File: config.mk
export PLATFORM = sky130hd
export DESIGN_NAME = rr_arbiter_lock
export DESIGN_NICKNAME = d
export VERILOG_FILES = /design/src/rtl/rr_arbiter_lock.sv
export SDC_FILE = /design/constraint.sdc
export NUM_CORES = 1
export LEC_CHECK = 0
export BUFFER_PORTS_ARGS = -buffer_cell sky130_fd_sc_hd__buf_2
export CAP_MARGIN = 20
export CORE_MARGIN = 2
export CORE_UTILIZATION = 45
export CTS_CLUSTER_DIAMETER = 40
export DETAILED_ROUTE_END_ITERATION = 8
export GPL_TIMING_DRIVEN = 0
export PLACE_DENSITY = 0.77
export SLEW_MARGIN = 10
export SYNTH_ARGS = -nofsm -noshare
export SYNTH_HDL_FRONTEND = slang
export SYNTH_SLANG_ARGS = --single-unit
export TNS_END_PERCENT = 30
File: constraint.sdc
create_clock -name clk -period 2.6 [get_ports clk]
set_input_delay 0.13 -clock clk [delete_from_list [all_inputs] [get_ports clk]]
set_output_delay 0.13 -clock clk [all_outputs]
set_load 0.02 [all_outputs]
File: src/rtl/rr_arbiter_lock.sv
`default_nettype none
// ============================================================================
// Module  : rr_arbiter_lock
// Brief   : NUM_REQ-way round-robin arbiter with registered one-hot grant,
//           per-owner burst lock and bounded hold time with timeout pulse.
// Revision: 1.0
// ============================================================================
module rr_arbiter_lock #(
   parameter int NUM_REQ  = 4,
   parameter int IDX_W    = $clog2(NUM_REQ),
   parameter int MAX_HOLD = 16,
   parameter int HOLD_W   = 5
) (
   input  logic               clk,
   input  logic               rst,
   input  logic [NUM_REQ-1:0] req,
   input  logic [NUM_REQ-1:0] lock,
   output logic [NUM_REQ-1:0] gnt,
   output logic [IDX_W-1:0]   gnt_idx,
   output logic               gnt_valid,
   output logic               timeout
);

   localparam logic [HOLD_W-1:0] HOLD_LAST =
      (MAX_HOLD == 0) ? '0 : HOLD_W'(MAX_HOLD - 1);

   typedef enum logic [0:0] {
      IDLE  = 1'b0,
      GRANT = 1'b1
   } state_t;

   state_t             state;
   logic [IDX_W-1:0]   ptr;
   logic [HOLD_W-1:0]  hold_cnt;

   logic               locked;
   logic               keep;
   logic               forced;
   logic [NUM_REQ-1:0] cand;
   logic               win_found;
   logic [IDX_W-1:0]   win_idx;
   logic [IDX_W-1:0]   ptr_nxt;

   assign locked = (state == GRANT) && req[gnt_idx] && lock[gnt_idx];
   assign keep   = locked && ((MAX_HOLD == 0) || (hold_cnt < HOLD_LAST));
   assign forced = locked && !keep;
   // A timed-out owner is excluded for one arbitration so it cannot re-win itself.
   assign cand   = forced ? (req & ~gnt) : req;

   always_comb begin
      int j;
      win_found = 1'b0;
      win_idx   = '0;
      j         = 0;
      for (int k = 0; k < NUM_REQ; k++) begin
         j = int'(ptr) + k;
         if (j >= NUM_REQ) j = j - NUM_REQ;
         if (!win_found && cand[j]) begin
            win_found = 1'b1;
            win_idx   = IDX_W'(j);
         end
      end
   end

   assign ptr_nxt   = (win_idx == IDX_W'(NUM_REQ - 1)) ? '0 : win_idx + 1'b1;
   assign gnt_valid = |gnt;

   always_ff @(posedge clk) begin
      if (rst) begin
         state    <= IDLE;
         gnt      <= '0;
         gnt_idx  <= '0;
         timeout  <= 1'b0;
         ptr      <= '0;
         hold_cnt <= '0;
      end else begin
         timeout <= 1'b0;
         case (state)
            IDLE: begin
               if (win_found) begin
                  state    <= GRANT;
                  gnt      <= NUM_REQ'(1) << win_idx;
                  gnt_idx  <= win_idx;
                  ptr      <= ptr_nxt;
                  hold_cnt <= '0;
               end
            end
            GRANT: begin
               if (keep) begin
                  if (hold_cnt != '1) hold_cnt <= hold_cnt + 1'b1;
               end else begin
                  timeout <= forced;
                  if (win_found) begin
                     gnt      <= NUM_REQ'(1) << win_idx;
                     gnt_idx  <= win_idx;
                     ptr      <= ptr_nxt;
                     hold_cnt <= '0;
                  end else begin
                     state   <= IDLE;
                     gnt     <= '0;
                     gnt_idx <= '0;
                  end
               end
            end
            default: state <= IDLE;
         endcase
      end
   end

endmodule
`default_nettype wire

# Word-level counts from Yosys, hierarchy flattened
# Cells that the tools add are included.
[classes]
n_eq_ne = 5
shifts = 1
reduce_logical = 14
magnitude_cmp = 10
n_bitwise = 3
n_addsub = 9
mux = 48
[op_table]
columns = ["operator", "n"]
rows = [
  ["less-than comparator 32 x 4 -> 1 bit, second input constant", 4],
  ["2-to-1 mux 32 bit", 4],
  ["2-to-1 mux 2 bit", 10],
  ["2-to-1 mux 1 bit", 16],
  ["2-to-1 mux 4 bit", 4],
  ["2-to-1 mux 5 bit", 3],
  ["binary-select mux 1 bit (select 2 bit)", 6],
  ["subtractor 3 x 3 -> 4 bit, second input constant", 3],
  ["one-hot mux 5 bit (2 select lines)", 1],
  [">= comparator 3 bit, second input constant", 3],
  ["one-hot mux 2 bit (2 select lines)", 2],
  ["one-hot mux 4 bit (2 select lines)", 1],
  ["logical AND 1 bit", 7],
  ["adder 2 x 2 -> 3 bit, second input constant", 2],
  ["adder 5 x 1 -> 5 bit, second input constant", 1],
  ["less-than comparator 5 x 4 -> 1 bit, second input constant", 1],
  ["inequality test 5 bit, second input constant", 1],
  ["bitwise AND 4 bit", 1],
  ["zero test 1 bit", 4],
  ["inequality test 2 bit, second input constant", 2],
  ["NOT 4 bit", 1],
  ["OR reduction 4 bit", 1],
  ["<< shifter 1 x 2 -> 4 bit, first input constant", 1],
  ["subtractor 2 x 3 -> 4 bit, second input constant", 1],
  ["other kinds (10)", 10],
]
[word_totals]
word_cells = 96
reg_bits = 15
out_inout_bits = 8
input_bits = 10

# Logic depth before layout (Yosys ltp)
[logic_depth]
depth_word = 26
ltp_mapped = 10
mapped_depth_nobuf = 10

# Worst setup path before layout
# OpenSTA, ideal clock, no wires.
[synth_path]
path_type = "reg2reg"
startpoint = "reg gnt_idx[1]"
endpoint = "reg gnt[0]"
t_arrival_ps = 2359
required_ps = 2471
path_slack_ps = 112
n_path_buf = 0
path_stages_with_launch = 10
setup_time_ps = 129
synth_period_minus_slack_ps = 2488
path_cell_list = "dfxtp_1 mux4_2 o21ai_1 a2bb2oi_1 o21ai_0 a21oi_1 inv_1 ha_1 a22oi_1 nor2_1"
[synth_between]
elab_chain_cells = 25
elab_cells_between_ends = 44
classes_between = "eq/ne (2); shift (1); mux (29); reduce/logical (12)"
[synth_rtl]
columns = ["item", "line", "source"]
rows = [
  ["from (decl)", "19", "output logic [IDX_W-1:0] gnt_idx,"],
  ["from (signal assigned)", "83", "gnt_idx <= win_idx;"],
  ["from (signal assigned)", "95", "gnt_idx <= win_idx;"],
  ["binary-select mux 1 bit (select 2 bit)", "44", "assign locked = (state == GRANT) && req[gnt_idx] && lock[gnt_idx];"],
  ["2-to-1 mux 1 bit (implied by the code)", "44", ""],
  ["logical AND 1 bit", "44", ""],
  ["logical AND 1 bit (*)", "44", ""],
  ["logical AND 1 bit", "45", "assign keep = locked && ((MAX_HOLD == 0) || (hold_cnt < HOLD_LAST));"],
  ["zero test 1 bit", "46", "assign forced = locked && !keep;"],
  ["logical AND 1 bit", "46", ""],
  ["2-to-1 mux 4 bit", "48", "assign cand = forced ? (req & ~gnt) : req;"],
  ["(+9 left out)", "n/a", ""],
  ["2-to-1 mux 1 bit", "58", "if (!win_found && cand[j]) begin"],
  ["zero test 1 bit", "58", ""],
  ["logical AND 1 bit", "58", ""],
  ["2-to-1 mux 2 bit", "58", ""],
  ["<< shifter 1 x 2 -> 4 bit", "82, 94", ""],
  ["2-to-1 mux 4 bit", "93", "if (win_found) begin"],
  ["2-to-1 mux 4 bit", "89", "if (keep) begin"],
  ["one-hot mux 4 bit (2 select lines)", "78", "case (state)"],
  ["to (signal assigned)", "82", "gnt <= NUM_REQ'(1) << win_idx;"],
  ["to (signal assigned)", "94", "gnt <= NUM_REQ'(1) << win_idx;"],
  ["to (decl)", "18", "output logic [NUM_REQ-1:0] gnt,"],
]
# Mark *: on every way between the ends. The rest lies on a longest branch, timed or not. The select of a mux whose other input is x is not followed.
# A chain may end at the register's enable or synchronous reset.

# Worst setup path after layout
[layout_path]
startpoint = "reg gnt_idx[1]"
endpoint = "reg ptr[0]"
[layout_between]
elab_chain_cells = 26
elab_cells_between_ends = 43
classes_between = "add/sub (1); eq/ne (2); mux (29); reduce/logical (11)"
[layout_rtl]
columns = ["item", "line", "source"]
rows = [
  ["binary-select mux 1 bit (select 2 bit)", "44", ""],
  ["2-to-1 mux 1 bit (implied by the code)", "44", ""],
  ["logical AND 1 bit", "44", ""],
  ["logical AND 1 bit (*)", "44", ""],
  ["logical AND 1 bit", "45", ""],
  ["zero test 1 bit", "46", ""],
  ["logical AND 1 bit", "46", ""],
  ["2-to-1 mux 4 bit", "48", ""],
  ["(+10 left out)", "n/a", ""],
  ["zero test 1 bit", "58", ""],
  ["logical AND 1 bit", "58", ""],
  ["2-to-1 mux 2 bit", "58", ""],
  ["adder 2 x 1 -> 2 bit or equality test 2 bit (tied branches)", "65", "assign ptr_nxt = (win_idx == IDX_W'(NUM_REQ - 1)) ? '0 : win_idx + 1'b1;"],
  ["2-to-1 mux 2 bit", "65", ""],
  ["2-to-1 mux 2 bit", "80, 93", ""],
  ["2-to-1 mux 2 bit", "89", ""],
  ["one-hot mux 2 bit (2 select lines)", "78", ""],
  ["to (signal assigned)", "84", "ptr <= ptr_nxt;"],
  ["to (signal assigned)", "96", "ptr <= ptr_nxt;"],
  ["to (decl)", "33", "logic [IDX_W-1:0] ptr;"],
]
# Marked as above.

==> out/qor.yml <==
status: "complete, no violations"
worst-path-buf-inv: 2
grt_max_degree: 11
cts-buffers-inserted: 3
drtAntennaViolNets: 0
ys_top_cells_by_count: "dfxtp_1, nor2_1, a22oi_1, ha_1, nand2_1"
synth_most_common_cell: "dfxtp_1"
crit_path_start_kind: "flop"
drc: 0
min_path_type: "in -> reg"
synth_fp_nets: 110
cp_max_fo: 7
die_h_um: 47.96
ys.flop_type: "dfxtp_1"
grt.overflow.total: 0
required_ns: 2.81
synth_top_area_share_pct: 34.53
final_nets: 134
grt_usage_pct: 21.23
fin_area_um2: 1039
gp_congestion: 0.8358
wire_per_inst_um: 14.82
clock_sinks: 15
crit_family: "multiplexers"
syn_area_um2: 869.6
ys_async_sr_fraction_pct: 0
p_clk_share_pct: 21.4
crit_top_cell: "buf_4"
timing.fmax_ghz: 0.3961
avgViaCountPerCell: 6.007
die_area_um2: 2300
synth_top_area_cell: "dfxtp_1"
dp_hpwl_um: 1609
dp_slack_ns: -0.05301
slew_viol_final: 0
slowest_delay_ns: 0.61
crit_arrival_ns: 2.73
netSwitchingPower_uw: 232.9
internal_power_uw: 402.8
worstPathCellList: "mux4_2, buf_4, o21a_4, nor3_1, a311oi_2, buf_4, ha_1, nor2_1, nand2_1, o32ai_2"
layout-drive-gt1-share_pct: 30.77
antenna_found_initial: 0
max_slew.worst_pin.slew_ns: 0.6535
p_leak_uw: 0.0004571
vias: 853
clk_latency_ns: 0.28
postCtsHoldBufs: 0
whs_ns: 0.2432
ctsRootBufferMaster: "clkbuf_4"
period_minus_slack_ns: 2.525
fin_crit_sh_pct: 97.10
drtPass1Iterations: 4
layout_setup_ws_ns: 0.07540
io_pins: 18
port_buffers: 16
ys_warn_count: 0
crit_slowest_cell: "mux4_2"
clock-skew-final_ns: 0.003024
crit_type: "reg -> reg"
p_comb_share_pct: 33.8
finalHoldViolations: 0
seqPwrFrac_pct: 44.8
initial_core_util_pct: 49.29
syn-instance-count: 94
grt_pass1_vias: 783
synth_seq_cells: 15
drt_wl_total_um: 2104
ir_drop_mv: 0.5120
rsz0062_at_grt: "true"
num_rows: 15
clk_path_buf_depth: 2
area_growth_pct: 19.42
cts_tree: "built"
cts.htree.levels: 1
setup_violations: 0
placed_area_um2: 980.9
core_area_um2: 1764
drv_cap: 0
synth-edff-count: 0
netlist-cell-type-count: 43
clkTransAtPathRegs_ns: 0.10
drt_iter0_drc: 21
maxSlewHeadroom_pct: 56.03
switching_share_pct: 36.63
n_antenna_cell: 0
p_per_area_nw_per_um2: 612.2
avgSynthCellArea_um2: 9.251
synth-seq-area-share_pct: 34.53
fp.dieW_um: 47.96
grt_pass1_wl_um: 3443
yosys-top-cells-area: "dfxtp_1, ha_1, a22oi_1"
end_kind: "flop"
[stage by stage]
step                power (µW)  instances  setup TNS (ns)  util [%]
global placement         475.6        135               0     55.60
CTS                      622.7        139               0     57.38
finish                   635.7        142               0     58.87
global route             672.9        142        -0.07458     58.87
floorplan                426.1         94               0         -
detailed placement       486.0        135        -0.07540     55.60
[sequential cells by signal, summed over array words and instances, names as in the netlist]
signal and count:
ptr 2, timeout 1, gnt_idx 2, gnt 4, state 1, hold_cnt 5
[power by group through the flow]
stage / Clock [µW] / Combinational (µW) / Sequential (µW)
2_1_floorplan: 0 / 130 / 296
3_3_place_gp: 0 / 190 / 285
3_5_place_dp: 0 / 198 / 288
4_1_cts: 138 / 201 / 283
5_1_grt: 152 / 233 / 288
6_report: 136 / 215 / 285
[cell usage in the layout, fill, tap and decap left out, types with 2 or more instances in the layout]
cell type	n
a22oi_1	7
o21ai_0	3
clkbuf_4	3
buf_2	16
nand2_1	6
a21oi_2	2
ha_1	6
buf_4	3
dfxtp_1	15
nor2_1	13
o21ai_2	2
inv_1	4
nand3_1	4
[final cells by class]
class                   instances  area (µm²)
inverters                       4       15.01
plain buffers                   3       18.77
clock buffers                   3       22.52
well taps                      25       31.28
clock inverters                 1       5.005
fillers                       181       725.7
flip-flops and latches         15       300.3
repair buffers                 19       102.6
multi-input cells              72       543.0
[worst paths after layout]
check	from	endpoint	slack [ns]	cells after the start
setup / recovery	gnt_idx[1]	ptr[0]	0.08	10
hold reg to reg	hold_cnt[3]	hold_cnt[3]	0.50	2
hold / removal	rst	hold_cnt[3]	0.24	2
setup reg to reg	gnt_idx[1]	ptr[0]	0.08	10
[cell families after synthesis]
| kind of cell | count (synthesis) | share of synthesized area, % |
|---|---|---|
| AO/OA/AOI/OAI | 30 | 29.35 |
| XOR/XNOR | 1 | 1.007 |
| adder cells (fa/ha/maj) | 6 | 8.633 |
| buffers and inverters | 7 | 3.883 |
| flip-flops | 15 | 34.53 |
| multiplexers | 2 | 3.741 |
| AND/OR/NAND/NOR | 33 | 18.85 |
[repair_timing]
action	CTS	global route
gates cloned	0	0
endpoints found under the setup margin	2	5
gates resized for setup	1	1
pin swaps	0	1
setup buffers	0	3
[layer usage]
| layer | wire length (µm) | track usage, % |
|---|---|---|
| met2 | 987 | 36.27 |
| met5 | 0 | 0 |
| met3 | 166 | 4.528 |
| met4 | 26 | 5.946 |
| met1 | 923 | 26.82 |
Note: power is estimated with default switching activity, not from simulation.
